===== config.mk =====
export PLATFORM = sky130hd
export DESIGN_NAME = uart_param
export DESIGN_NICKNAME = d
export VERILOG_FILES = /design/src/rtl/uart_param.sv
export SDC_FILE = /design/constraint.sdc
export NUM_CORES = 1
export LEC_CHECK = 0
export ABC_CLOCK_PERIOD_IN_PS = 1960
export BUFFER_PORTS_ARGS = -buffer_cell sky130_fd_sc_hd__buf_4
export CAP_MARGIN = 10
export CORE_MARGIN = 8
export CORE_UTILIZATION = 41
export DETAILED_ROUTE_END_ITERATION = 10
export GPL_TIMING_DRIVEN = 0
export HOLD_SLACK_MARGIN = 0.03
export PLACE_DENSITY_LB_ADDON = 0.2
export REMOVE_ABC_BUFFERS = 1
export SYNTH_ARGS = -nofsm -noshare
export SYNTH_HDL_FRONTEND = slang
export SYNTH_SLANG_ARGS = --single-unit

===== constraint.sdc =====
create_clock -name clk -period 1.96 [get_ports clk]
set_clock_uncertainty 0.05 [all_clocks]
set_input_delay 0.196 -clock clk [delete_from_list [all_inputs] [get_ports clk]]
set_output_delay 0.196 -clock clk [all_outputs]
set_load 0.01 [all_outputs]

===== src/rtl/uart_param.sv =====
// Parameterised UART: one transmitter and one receiver sharing a clock.
// Optional parity, 1-2 stop bits, internal loopback of the TX line.
module uart_param #(
   parameter int DATA_WIDTH   = 8,
   parameter int CLKS_PER_BIT = 16,
   parameter int PARITY_MODE  = 0,
   parameter int STOP_BITS    = 1
) (
   input  logic                  clk,
   input  logic                  reset,
   input  logic                  enable,
   input  logic [DATA_WIDTH-1:0] i_data,
   output logic                  o_busy,
   output logic                  serial_out,
   input  logic                  serial_in,
   input  logic                  loopback,
   output logic [DATA_WIDTH-1:0] received_data,
   output logic                  data_is_valid,
   output logic                  rx_error,
   output logic                  parity_error
);

   localparam int CW = $clog2(CLKS_PER_BIT);
   localparam int IW = $clog2(DATA_WIDTH);
   localparam logic [CW-1:0] LAST = CW'(CLKS_PER_BIT - 1);
   localparam logic [CW-1:0] HALF = CW'(CLKS_PER_BIT / 2 - 1);
   localparam logic [IW-1:0] DLAST = IW'(DATA_WIDTH - 1);
   localparam logic SLAST = 1'(STOP_BITS - 1);
   localparam logic HAS_PAR = (PARITY_MODE != 0);
   localparam logic ODD = (PARITY_MODE == 2);

   localparam logic [2:0] S_IDLE   = 3'd0;
   localparam logic [2:0] S_START  = 3'd1;
   localparam logic [2:0] S_DATA   = 3'd2;
   localparam logic [2:0] S_PARITY = 3'd3;
   localparam logic [2:0] S_STOP   = 3'd4;

   logic [2:0]            tx_state;
   logic [CW-1:0]         tx_cnt;
   logic [IW-1:0]         tx_idx;
   logic                  tx_stop;
   logic [DATA_WIDTH-1:0] tx_shift;
   logic                  tx_par;
   logic                  tx_tick;

   assign tx_tick = (tx_cnt == LAST);

   always_ff @(posedge clk) begin
      if (reset) begin
         tx_state   <= S_IDLE;
         tx_cnt     <= '0;
         tx_idx     <= '0;
         tx_stop    <= 1'b0;
         tx_shift   <= '0;
         tx_par     <= 1'b0;
         serial_out <= 1'b1;
         o_busy     <= 1'b0;
      end else begin
         if (tx_state != S_IDLE)
            tx_cnt <= tx_tick ? '0 : tx_cnt + 1'b1;
         case (tx_state)
            S_IDLE: begin
               serial_out <= 1'b1;
               if (enable) begin
                  tx_shift   <= i_data;
                  tx_par     <= (^i_data) ^ ODD;
                  tx_cnt     <= '0;
                  tx_state   <= S_START;
                  serial_out <= 1'b0;
                  o_busy     <= 1'b1;
               end
            end
            S_START: if (tx_tick) begin
               tx_state   <= S_DATA;
               tx_idx     <= '0;
               serial_out <= tx_shift[0];
            end
            S_DATA: if (tx_tick) begin
               if (tx_idx == DLAST) begin
                  tx_stop <= 1'b0;
                  if (HAS_PAR) begin
                     tx_state   <= S_PARITY;
                     serial_out <= tx_par;
                  end else begin
                     tx_state   <= S_STOP;
                     serial_out <= 1'b1;
                  end
               end else begin
                  tx_idx     <= tx_idx + 1'b1;
                  tx_shift   <= tx_shift >> 1;
                  serial_out <= tx_shift[1];
               end
            end
            S_PARITY: if (tx_tick) begin
               tx_state   <= S_STOP;
               tx_stop    <= 1'b0;
               serial_out <= 1'b1;
            end
            S_STOP: if (tx_tick) begin
               if (tx_stop == SLAST) begin
                  tx_state <= S_IDLE;
                  o_busy   <= 1'b0;
               end else begin
                  tx_stop <= 1'b1;
               end
            end
            default: tx_state <= S_IDLE;
         endcase
      end
   end

   // serial_out is already a flop on clk, so loopback skips the synchroniser
   logic rx_s1, rx_s2, rx_line;

   always_ff @(posedge clk) begin
      if (reset) begin
         rx_s1 <= 1'b1;
         rx_s2 <= 1'b1;
      end else begin
         rx_s1 <= serial_in;
         rx_s2 <= rx_s1;
      end
   end

   assign rx_line = loopback ? serial_out : rx_s2;

   logic [2:0]            rx_state;
   logic [CW-1:0]         rx_cnt;
   logic [IW-1:0]         rx_idx;
   logic                  rx_stop;
   logic [DATA_WIDTH-1:0] rx_shift;
   logic                  rx_par_bit;
   logic                  rx_ferr;
   logic                  rx_wait;
   logic                  rx_tick;

   assign rx_tick = (rx_cnt == LAST);

   always_ff @(posedge clk) begin
      if (reset) begin
         rx_state      <= S_IDLE;
         rx_cnt        <= '0;
         rx_idx        <= '0;
         rx_stop       <= 1'b0;
         rx_shift      <= '0;
         rx_par_bit    <= 1'b0;
         rx_ferr       <= 1'b0;
         rx_wait       <= 1'b0;
         received_data <= '0;
         data_is_valid <= 1'b0;
         rx_error      <= 1'b0;
         parity_error  <= 1'b0;
      end else begin
         data_is_valid <= 1'b0;
         rx_error      <= 1'b0;
         parity_error  <= 1'b0;
         if (rx_state != S_IDLE && rx_state != S_START)
            rx_cnt <= rx_tick ? '0 : rx_cnt + 1'b1;
         case (rx_state)
            S_IDLE: begin
               rx_cnt <= '0;
               if (rx_line)
                  rx_wait <= 1'b0;
               else if (!rx_wait)
                  rx_state <= S_START;
            end
            S_START: begin
               if (rx_cnt == HALF) begin
                  rx_cnt <= '0;
                  if (rx_line) begin
                     rx_state <= S_IDLE;
                  end else begin
                     rx_state <= S_DATA;
                     rx_idx   <= '0;
                     rx_ferr  <= 1'b0;
                  end
               end else begin
                  rx_cnt <= rx_cnt + 1'b1;
               end
            end
            S_DATA: if (rx_tick) begin
               rx_shift <= {rx_line, rx_shift[DATA_WIDTH-1:1]};
               if (rx_idx == DLAST) begin
                  rx_stop  <= 1'b0;
                  rx_state <= HAS_PAR ? S_PARITY : S_STOP;
               end else begin
                  rx_idx <= rx_idx + 1'b1;
               end
            end
            S_PARITY: if (rx_tick) begin
               rx_par_bit <= rx_line;
               rx_stop    <= 1'b0;
               rx_state   <= S_STOP;
            end
            S_STOP: if (rx_tick) begin
               if (rx_stop != SLAST) begin
                  rx_stop <= 1'b1;
                  if (!rx_line) rx_ferr <= 1'b1;
               end else begin
                  rx_state <= S_IDLE;
                  if (rx_ferr || !rx_line) begin
                     rx_error <= 1'b1;
                     rx_wait  <= 1'b1;
                  end else if (HAS_PAR &&
                     (rx_par_bit != ((^rx_shift) ^ ODD))) begin
                     parity_error <= 1'b1;
                  end else begin
                     received_data <= rx_shift;
                     data_is_valid <= 1'b1;
                  end
               end
            end
            default: rx_state <= S_IDLE;
         endcase
      end
   end

endmodule


# Word level (Yosys, flattened, before mapping)

Index checks and enable logic that the tools add are counted.

Output and inout bits: 13
Input bits: 13
Bits in registers: 54

Multiplexer cells: 75
Reductions and logical operators: 31
Equality and inequality tests: 36
Bitwise logic cells: 4
Add/sub/neg operators: 4

Operators by type and width:

| kind                | count |
|---|---|
| $mux 3              | 22 |
| $ne 2x2->1 const B  | 22 |
| $mux 1              | 30 |
| $pmux 3 s5          | 2 |
| $mux 4              | 7 |
| $mux 8              | 3 |
| $reduce_and 4->1    | 5 |
| $reduce_and 5->1    | 4 |
| $pmux 8 s2          | 1 |
| $reduce_bool 3->1   | 5 |
| $eq 3x2->1 const B  | 4 |
| $eq 3x3->1 const B  | 4 |
| $pmux 3 s2          | 2 |
| $reduce_bool 2->1   | 6 |
| $add 4x1->4 const B | 2 |
| $eq 4x4->1 const B  | 2 |
| $pmux 4 s2          | 1 |
| $reduce_and 8->1    | 1 |
| $reduce_and 7->1    | 1 |
| $add 3x1->3 const B | 2 |
| $eq 3x1->1 const B  | 2 |
| $logic_not 3->1     | 2 |
| $pmux 1 s2          | 3 |
| $pmux 1 s3          | 2 |
| other kinds (12)    | 15 |

# Depth between registers and ports, before layout

Gate-level depths: netlist of run 1.

Depth in word-level cells: 7
Gate-level depth with buffers: 7
Gate-level depth less buffers: 6

# Worst setup path after synthesis of run 1

Ideal clock, no wire load.

Path kind: reg-to-reg
Start point: register tx_idx[0]
End point: register tx_idx[0]
Required time: 1836 ps
Clock period less this slack: 1674 ps
Stages on the path, launching flop included: 7
Data arrival time: 1550 ps
Path slack: 286 ps
Path through: dfxtp_1 -> ha_1 -> ha_1 -> nor3b_1 -> o21ai_0 -> nand2b_1 -> o21ai_0

Cells in the longest elaborated chain, start to end: 4
Elaborated cells on any way between the ends: 7

RTL lines:

| element                  | RTL line | text |
|---|---|---|
| start: declaration       | 40       | `logic [IW-1:0] tx_idx;` |
| start signal: assignment | 89       | `tx_idx <= tx_idx + 1'b1;` |
| $add 3x1->3              | 89       |  |
| $mux 3                   | 79       | `if (tx_idx == DLAST) begin` |
| $mux 3                   | 78       | `S_DATA: if (tx_tick) begin` |
| $pmux 3 s2               | 61       | `case (tx_state)` |

Parallel ways exist; a longest one is shown, timed or not. The select of a mux whose other input is x is not followed.
A chain may end at the register's enable or synchronous reset.

# Final worst setup path of run 1

Start point: register rx_state[0]
End point: register received_data[4]

Cells in the longest elaborated chain, start to end: 2

RTL lines:

| element                    | RTL line | text |
|---|---|---|
| start: declaration         | 127      | `logic [2:0] rx_state;` |
| start signal: assignment   | 185      | `rx_state <= HAS_PAR ? S_PARITY : S_STOP;` |
| $eq 3x3->1                 | 159      | `case (rx_state)` |
| $reduce_and 4->1 (no line) | -        |  |
| end signal: assignment     | 208      | `received_data <= rx_shift;` |
| end: declaration           | 17       | `output logic [DATA_WIDTH-1:0] received_data,` |

No other way between the ends.

==> flow_summary_export.csv, run 1 <==
group,metric,value,unit
die,die_w,91.18,um
cts,clockBufferDepth,2,
critical_path,crit_fanout,9,
critical_path,slowest_stage,"or3b_2",
die,die_h,91.18,um
synthesis,avgSynthCellArea,9.458,um^2
cts,cts_inserted_buffers,5,
die,ios,26,
finish,area_growth,15.77,%
finish,final_cells,334,
synthesis,synth-edff-count,0,
cts,clkTransAtPathRegs,0.09,ns
cts,clock_tree.root_cell,"clkbuf_8",
sta,fin_crit,1.876,ns
critical_path,end_kind,"register",
cts,htree_levels,2,
sta,fin_crit_sh,95.73,%
power_and_ir_drop,powerDensity,779.2,nW/um^2
die,start_util,42.34,%
synthesis,synth_seq_cells,52,
synthesis,synth_area,2317,um^2
placement,gp_congestion,0.7821,
sta,setup_violations,0,
detailed_routing,drc,0,
critical_path,max_stage_delay,0.54,ns
sta,hold_violations,0,
finish,final_common_cell,"dfxtp_1",
run,cap_violations,0,
sta,finalMaxSlewViolations,0,
placement,port_buffers,24,
outcome,status,"completed",
critical_path,crit_family,"simple AND/OR/NAND/NOR gates",
power_and_ir_drop,p_total,2.090,mW
die,row_count,27,
detailed_routing,vias_per_cell,5.153,
sta,fmax,533.0,MHz
placement,dpl.hpwl,2818,um
synthesis,yosys_warnings,0,
sta,setup_tns,0,ns
detailed_routing,drt_iter0_drc,177,
global_route,grt_use_total,10.42,%
global_route,antenna_found_initial,0,
global_route,grt_remaining_overflow,0,
global_route,grt_pass1_wl,7348,um
cts,cts_num_sinks,52,
critical_path,startpoint_type,"register",
finish,nets,282,
placement,dp.cells,324,
synthesis,yosysSeqAreaShare,44.92,%
sta,tightest_slew,0.7059,ns
critical_path,criticalPathCategory,"register to register",
detailed_routing,via_count,1721,
finish,final_cell_mix,"dfxtp_1 (48), nor2_1 (41), buf_4 (24)",
synthesis,postSynthCellCount,245,
synthesis,synthDistinctLibCells,48,
global_route,grt_pass1_vias,1574,
sta,rsz0062_at_grt,"no",
critical_path,critPathRequiredTime,2.09,ns
cts,clock_latency,0.30,ns
critical_path,path_cells,"or3b_2 > nor4_4 > buf_12 > mux2i_1 > nor2_1",
power_and_ir_drop,ir_worst_vdd,0.0004351,V
hold_path,hold_class,"input pin to register",
detailed_routing,first_pass_iters,4,
sta,relSlewSlack,51.59,%
cts,cts_tree,"done",
critical_path,crit_arrival,2.01,ns
die,coreArea,5473,um^2
detailed_routing,detail_route.wl_per_cell,12.81,um
detailed_routing,drt-total-wl,4279,um
global_route,grt_max_degree,52,
die,die_area,8314,um^2
synthesis,async_reset_ff_share,0,%
critical_path,path_buf_inv,1,
synthesis,synth_top_flop_cell,"dfxtp_1",
finish,drive_above_1_share,20.61,%
power_and_ir_drop,p_leak,0.9964,nW
detailed_routing,drtAntennaViolNets,0,
finish,antenna_cells,0,
[area by class of cell]
cell class	instances	area, um^2
Sequential cell	52	1046
Tap cell	72	90.09
Inverter	2	7.507
Multi-Input combinational cell	174	1180
Clock inverter	2	60.06
Fill cell	546	2790
Timing Repair Buffer	27	230.2
Clock buffer	5	68.82
[cells in the mapped netlist, types with 2 or more instances]
| cell | instances | area [um^2] |
|---|---|---|
| nor2b_1 | 4 | 25.02 |
| or3_1 | 2 | 12.51 |
| a22o_1 | 2 | 17.52 |
| nor2_2 | 3 | 18.77 |
| nand2_1 | 9 | 33.78 |
| nor3b_1 | 2 | 15.01 |
| a31oi_1 | 4 | 25.02 |
| nand3b_1 | 4 | 30.03 |
| ha_1 | 7 | 87.58 |
| a211oi_1 | 8 | 60.06 |
| buf_2 | 5 | 25.02 |
| buf_4 | 2 | 15.01 |
| dfxtp_1 | 52 | 1041 |
| o21ai_0 | 12 | 60.06 |
| clkbuf_1 | 6 | 22.52 |
| xnor2_1 | 2 | 17.52 |
| inv_1 | 2 | 7.510 |
| or3b_2 | 2 | 17.52 |
| nor3_1 | 8 | 40.04 |
| nor2_1 | 41 | 153.9 |
| nand3_1 | 5 | 25.02 |
| mux2i_1 | 23 | 230.2 |
| a21oi_1 | 8 | 40.04 |
| a22oi_1 | 2 | 15.01 |
| nand2b_1 | 3 | 18.77 |
| and3_1 | 2 | 12.51 |
| a211oi_2 | 3 | 37.54 |
| or2_2 | 2 | 12.51 |
[worst paths after layout]
path | start | end | slack (ns) | depth (start not counted)
setup / recovery | rx_state[0] | received_data[4] | 0.08 | 5
hold / removal | enable | tx_cnt[1] | 0.15 | 3
setup reg to reg | rx_state[0] | received_data[4] | 0.08 | 5
hold reg to reg | rx_s1 | rx_s2 | 0.37 | 1
[per-stage QoR]
step           utilization [%]  hold WS, ns  area (um^2)  setup slack, ns
6_report                 49.02       0.1511         2683          0.08379
5_1_grt                  49.02       0.1560         2683         0.002568
4_1_cts                  48.49       0.1380         2654          0.02667
3_5_place_dp             45.40       0.3384         2485          -0.4809
3_3_place_gp             45.40       0.3320         2485          -0.4695
2_1_floorplan                -       0.2106         2215         -0.09406
[kinds of logic (layout without fill, tap and decap cells)]
logic type / after synthesis / after routing / synth area share (%)
AND/OR/NAND/NOR: 95 / 95 / 21.65
XOR/XNOR: 3 / 3 / 1.134
adder cells (fa/ha/maj): 7 / 7 / 3.780
buffers and inverters: 19 / 36 / 4.751
flip-flops: 52 / 52 / 44.92
AO/OA/AOI/OAI: 44 / 44 / 13.18
multiplexers: 24 / 24 / 10.42
other: 1 / 1 / 0.1618
[repair_timing]
item                                    4_1_cts  5_1_grt
endpoints found under the setup margin       12       25
gates resized for setup                       2        4
hold endpoints to repair                      1        0
buffers inserted                              1        1
gates cloned                                  0        0
hold buffers                                  1        0
pin swaps                                     1        1
[worst reg2reg max path, delay by kind of cell (launching register included)]
kind	cells	cell delay, ns
AND/OR/NAND/NOR	3	0.94
flip-flops	1	0.39
buffers and inverters	1	0.18
multiplexers	1	0.20
[power breakdown]
| group | total [mW] | switching (mW) | leakage [nW] | internal [mW] |
|---|---|---|---|---|
| clock network | 0.837 | 0.335 | 0.0642 | 0.502 |
| registers | 1.11 | 0.0250 | 0.424 | 1.08 |
| logic | 0.145 | 0.0765 | 0.508 | 0.0681 |
[routing by layer]
layer / up-vias / GRT usage, % / part of all wire, %
met2: 33 / 15.60 / 43
li1: 892 / - / -
met4: 0 / 4.502 / 1.6
met1: 791 / 13.56 / 50
met3: 5 / 3.045 / 5.0
met5: - / 0 / 0
[flip-flops by register name, summed over array words and instances (netlist names)]
register and cells:
data_is_valid 1, o_busy 1, received_data 8, rx_cnt 4, rx_error 1, rx_ferr 1
rx_idx 3, rx_s1 1, rx_s2 1, rx_shift 8, rx_state 3, rx_wait 1
serial_out 1, tx_cnt 4, tx_idx 3, tx_shift 8, tx_state 3
Note: power is estimated with default switching activity, not from simulation.
==> inputs of run 2 (changes only) <==
--- a/config.mk
+++ b/config.mk
@@ -5,6 +5,7 @@
 export SDC_FILE = /design/constraint.sdc
 export NUM_CORES = 1
 export LEC_CHECK = 0
+export ABC_AREA = 1
 export ABC_CLOCK_PERIOD_IN_PS = 1960
 export BUFFER_PORTS_ARGS = -buffer_cell sky130_fd_sc_hd__buf_4
 export CAP_MARGIN = 10
==> run 2 against run 1 <==
Setup slack better by 0.25 ns. Via count up 20%. Flip-flop and latch count unchanged. Synthesized cell count up 38%. First-iteration DRC count down 44%. Total power up 68%. Cell count up 31%. Critical path depth up 5. Die area up 2.0%. Register-to-register slack better by 0.25 ns. Largest power group unchanged. Highest routed layer unchanged.
==> flow_summary_export.csv, run 2 <==
group,metric,value,unit
finish,area_growth,15.56,%
sta,rsz0062_at_grt,"no",
sta,relSlewSlack,42.47,%
sta,fin_crit_sh,83.17,%
die,coreArea,5540,um^2
global_route,grt_pass1_vias,1846,
detailed_routing,drt-total-wl,4619,um
power_and_ir_drop,powerDensity,1282,nW/um^2
finish,antenna_cells,0,
placement,placedInstanceArea,2610,um^2
cts,cts_tree,"done",
cts,htree_levels,2,
synthesis,yosys_warnings,0,
detailed_routing,via_count,2067,
power_and_ir_drop,p_leak,1.279,nW
synthesis,yosysMostFrequentCell,"nor2_1",
synthesis,yosysTopAreaCell,"dfxtp_1",
cts,post_cts_resized,0,
critical_path,cp-startpoint,"tx_cnt[0]",
synthesis,synth_top_area_share,43.88,%
cts,clock_tree.root_cell,"clkbuf_8",
die,ios,26,
cts,cts_num_sinks,52,
finish,n_fill_cell,571,
global_route,grt_max_degree,35,
sta,fin_crit,1.630,ns
power_and_ir_drop,ir_worst_vdd,0.0005094,V
synthesis,synth-edff-count,0,
cts,ctsHoldBuffers,1,
synthesis,synthDistinctLibCells,32,
detailed_routing,drt_iter0_drc,99,
global_route,grt_remaining_overflow,0,
detailed_routing,drtAntennaViolNets,0,
synthesis,async_reset_ff_share,0,%
power_and_ir_drop,p_sw_share,39.57,%
power_and_ir_drop,netSwitchingPower,1.390,mW
critical_path,criticalPathCategory,"register to register",
placement,pre_cts_slack,0.3349,ns
die,die_h,92.07,um
detailed_routing,detail_route.wl_per_cell,10.57,um
critical_path,critPathRequiredTime,2.12,ns
synthesis,yosysSeqAreaShare,43.88,%
finish,nets,384,
synthesis,synth_top_flop_cell,"dfxtp_1",
power_and_ir_drop,seq_power_share,39.4,%
synthesis,postSynthCellCount,339,
die,row_count,27,
outcome,status,"completed",
critical_path,startpoint_type,"register",
power_and_ir_drop,p_clk_share,22.0,%
power_and_ir_drop,p_total,3.514,mW
placement,port_buffers,24,
sta,setup_violations,0,
finish,largestRegisters,"received_data x8, rx_shift x8, tx_shift x8",
finish,final_cell_mix,"nor2_1 (90), nand2_1 (65), dfxtp_1 (52)",
synthesis,avgSynthCellArea,6.998,um^2
cts,cts_inserted_buffers,5,
sta,worst_slack,0.3299,ns
finish,drive_above_1_share,13.97,%
detailed_routing,drc,0,
synthesis,synth_seq_cells,52,
global_route,grt_pass1_wl,8190,um
detailed_routing,vias_per_cell,4.730,
cts,clkTransAtPathRegs,0.09,ns
die,die_area,8476,um^2
global_route,grt_use_total,11.46,%
finish,final_core_util,49.48,%
hold_path,hold_class,"input pin to register",
critical_path,crit_arrival,1.79,ns
synthesis,synthTopCellsByArea,"dfxtp_1 (44%), nor2_1 (14%), nand2_1 (10%)",
synthesis,synth_area,2372,um^2
critical_path,reg2reg_from,"tx_cnt[0]",
cts,clock_latency,0.30,ns
die,die_w,92.07,um
hold_path,holdPathStages,5,
cts,cts_setup_buffers,0,
cts,clockBufferDepth,2,
run,cap_violations,0,
synthesis,yosys-top-cells-count,"nor2_1 (90), nand2_1 (65), dfxtp_1 (52), o21ai_0 (29), inv_1 (26)",
finish,design_area,2741,um^2
sta,tightest_slew,0.8620,ns
critical_path,crit_fanout,9,
detailed_routing,first_pass_iters,4,
power_and_ir_drop,comb_power_share,38.6,%
critical_path,reg2reg_depth,10,
sta,hold_violations,0,
power_and_ir_drop,intPower,2.123,mW
sta,fmax,613.5,MHz
placement,dpl.hpwl,3289,um
finish,final_common_cell,"nor2_1",
critical_path,end_kind,"register",
die,start_util,42.82,%
placement,gp_congestion,0.8154,
global_route,antenna_found_initial,0,
sta,finalMaxSlewViolations,0,
hold_path,min_from,"i_data[7]",
sta,setup_tns,0,ns
-- run 2: layout make-up --
type / count / area [um^2] / share of cell area (%)
inverter: 32 / 122.6 / 4.473
timing repair buffer: 25 / 190.2 / 6.937
multi-input combinational: 248 / 1176 / 42.90
clock inverter: 2 / 38.79 / 1.415
clock buffer: 6 / 82.58 / 3.012
tap: 72 / 90.09 / 3.286
sequential: 52 / 1041 / 37.97
-- run 2: final timing paths --
path / endpoint / slack, ns
max: tx_shift[7] / 0.33
max reg2reg: tx_shift[7] / 0.33
min reg2reg: rx_s2 / 0.37
min: tx_shift[7] / 0.15
-- run 2: kinds of logic after synthesis --
group / synth area share [%]
AOI/OAI and AO/OA: 11.71
other: 0.1581
DFF: 43.88
and+or+nand+nor: 33.28
buffers and inverters: 6.540
xor gates and xnor gates: 0.7385
adders and majority gates: 3.692
-- run 2: through the flow --
step	hold slack, ns	instances
6_report	0.1523	437
5_1_grt	0.1789	437
4_1_cts	0.1476	437
3_5_place_dp	0.3339	428
3_3_place_gp	0.3422	428
2_1_floorplan	0.2151	332
-- run 2: power by group through the flow --
| stage | Sequential [mW] | Combinational, mW | Clock, mW |
|---|---|---|---|
| after floorplan | 1.38 | 1.08 | 0 |
| after global placement | 1.41 | 1.35 | 0 |
| after detailed placement | 1.41 | 1.35 | 0 |
| after CTS | 1.39 | 1.36 | 0.802 |
| after global routing | 1.42 | 1.56 | 0.837 |
| final | 1.39 | 1.36 | 0.772 |
-- run 2: critical path, stage by stage (launching register included) --
cell and delay [ns]:
dfxtp_1 0.39, ha_1 0.22, nand3_2 0.17, inv_1 0.15
nor2_1 0.06, nor2_2 0.13, nand2_4 0.10, inv_4 0.11
nand2_1 0.06, nand2_1 0.05, nor2_1 0.05
-- run 2: routing by layer --
metal / vias up / wire [um] / global-route usage [%]
met5: - / 0 / 0
li1: 1127 / - / -
met3: 6 / 217 / 2.526
met1: 895 / 2441 / 14.79
met2: 39 / 1875 / 17.52
met4: 0 / 84 / 5.772
==> inputs of run 3 (changes only) <==
--- a/config.mk
+++ b/config.mk
@@ -5,8 +5,8 @@
 export SDC_FILE = /design/constraint.sdc
 export NUM_CORES = 1
 export LEC_CHECK = 0
-export ABC_AREA = 1
-export ABC_CLOCK_PERIOD_IN_PS = 1960
+export ABC_AREA = 0
+export ABC_CLOCK_PERIOD_IN_PS = 1380
 export BUFFER_PORTS_ARGS = -buffer_cell sky130_fd_sc_hd__buf_4
 export CAP_MARGIN = 10
 export CORE_MARGIN = 8
==> constraint.sdc (replaced) <==
create_clock -name clk -period 1.38 [get_ports clk]
set_clock_uncertainty 0.05 [all_clocks]
set_input_delay 0.138 -clock clk [delete_from_list [all_inputs] [get_ports clk]]
set_output_delay 0.138 -clock clk [all_outputs]
set_load 0.01 [all_outputs]
==> run 3 against run 2 <==
Setup slack lost 0.60 ns. Clock-buffer cell count fell by 1. Via count is 9.3% lower. The flow now finishes with violations (negative setup slack). Die area fell by 1.9%. Sequential power grew 12%. Register-to-register slack worse by 0.60 ns.
==> flow_summary_export.csv, run 3 (synthesis gave the netlist of run 1 again) <==
group,metric,value,unit
outcome,status,"finished with violations",
outcome,violations,"negative setup slack",
placement,pre_cts_slack,-1.061,ns
critical_path,criticalPathCategory,"register to register",
detailed_routing,drt-total-wl,5278,um
cts,htree_levels,2,
finish,antenna_cells,0,
sta,fin_crit_sh,119.3,%
finish,area_growth,36.39,%
die,die_h,91.18,um
critical_path,slowest_stage,"or3b_4",
sta,setup_violations,34,
critical_path,r2r-end,"received_data[4]",
cts,clock_tree.root_cell,"clkbuf_8",
critical_path,reg2reg_from,"rx_state[1]",
finish,design_area,3161,um^2
placement,placedInstanceArea,2485,um^2
cts,clkTransAtPathRegs,0.09,ns
sta,worst_slack,-0.2666,ns
sta,fin_crit,1.647,ns
finish,final_cells,362,
critical_path,crit_fanout,5,
placement,dp.cells,324,
global_route,grt_max_degree,52,
global_route,grt_remaining_overflow,0,
die,row_count,27,
finish,final_cell_mix,"buf_4 (46), nor2_1 (39), dfxtp_1 (37)",
critical_path,crit_arrival,1.78,ns
critical_path,path_cells,"or3b_4 > nor4_4 > buf_4 > buf_8 > mux2i_1 > nor2_1",
die,ios,26,
detailed_routing,drt_iter0_drc,139,
finish,drive_above_1_share,39.66,%
placement,gp_congestion,0.7821,
cts,clockBufferDepth,2,
sta,timing.hold.ws,0.1046,ns
power_and_ir_drop,powerDensity,967.3,nW/um^2
critical_path,cp-startpoint,"rx_state[1]",
sta,rsz0062_at_grt,"yes",
sta,finalMaxSlewViolations,0,
sta,relSlewSlack,62.00,%
run,cap_violations,0,
detailed_routing,drtAntennaViolNets,0,
power_and_ir_drop,p_leak,1.149,nW
detailed_routing,via_count,1874,
critical_path,critPathRequiredTime,1.51,ns
finish,final_common_cell,"buf_4",
placement,dpl.hpwl,2818,um
global_route,grt_pass1_vias,1886,
die,start_util,42.34,%
die,die_area,8314,um^2
critical_path,reg2reg_depth,6,
cts,cts_inserted_buffers,5,
power_and_ir_drop,ir_worst_vdd,0.0006206,V
critical_path,r2r_slack,-0.27,ns
global_route,grt_pass1_wl,8852,um
finish,nets,310,
critical_path,max_stage_delay,0.41,ns
die,coreArea,5473,um^2
critical_path,end_kind,"register",
cts,clock_latency,0.31,ns
placement,port_buffers,24,
sta,tightest_slew,0.5621,ns
sta,setup_tns,-5.716,ns
hold_path,hold_class,"input pin to register",
sta,fmax,607.3,MHz
global_route,antenna_found_initial,0,
detailed_routing,detail_route.wl_per_cell,14.58,um
detailed_routing,drc,0,
critical_path,startpoint_type,"register",
global_route,grt_use_total,12.77,%
finish,final_core_util,57.75,%
detailed_routing,vias_per_cell,5.177,
finish,largestRegisters,"received_data x8, rx_shift x8, tx_shift x8",
cts,cts_num_sinks,52,
detailed_routing,first_pass_iters,4,
sta,hold_violations,0,
die,die_w,91.18,um
cts,cts_tree,"done",
power_and_ir_drop,p_total,3.057,mW
critical_path,crit_end,"received_data[4]",
run 3: how the worst min path moves through the flow:
stage          startpoint  slack (ns)          end  cells after the start
2_1_floorplan       reset        0.15  tx_shift[3]                      1
3_3_place_gp    serial_in        0.27        rx_s1                      2
3_5_place_dp    serial_in        0.28        rx_s1                      2
4_1_cts            enable        0.09    tx_cnt[1]                      3
5_1_grt            enable        0.12    tx_cnt[1]                      3
6_report           enable        0.10    tx_cnt[1]                      3
run 3: cell type report:
| type | instances | area, um^2 |
|---|---|---|
| Inverter | 2 | 7.507 |
| Multi-Input combinational cell | 175 | 1396 |
| Clock buffer | 5 | 68.82 |
| Clock inverter | 2 | 60.06 |
| Timing Repair Buffer | 54 | 460.4 |
| Fill cell | 496 | 2312 |
| Sequential cell | 52 | 1077 |
| Tap cell | 72 | 90.09 |
run 3: power by group:
| part | internal, mW | switching (mW) | total (mW) |
|---|---|---|---|
| clock network | 0.714 | 0.485 | 1.20 |
| logic | 0.149 | 0.145 | 0.294 |
| registers | 1.53 | 0.0326 | 1.56 |
run 3: metal layers:
| layer | vias to the layer above | part of all wire (%) | GRT usage, % |
|---|---|---|---|
| li1 | 948 | - | - |
| met1 | 892 | 45 | 15.08 |
| met2 | 29 | 50 | 21.83 |
| met3 | 5 | 3.3 | 3.128 |
| met4 | 0 | 1.3 | 4.775 |
| met5 | - | 0 | 0 |
run 3: repair_timing:
item | CTS | global route
setup buffers | 23 | 7
endpoints found under the setup margin | 44 | 42
hold endpoints to repair | 1 | 0
gates cloned | 2 | 0
gates resized for setup | 60 | 17
hold buffers | 1 | 0
pin swaps | 15 | 7
run 3: critical path: cells and delay by family, from the launching register on:
kind	cells	cell delay, ns
simple gates	3	0.63
buf+inv	2	0.28
mux	1	0.20
flops	1	0.36
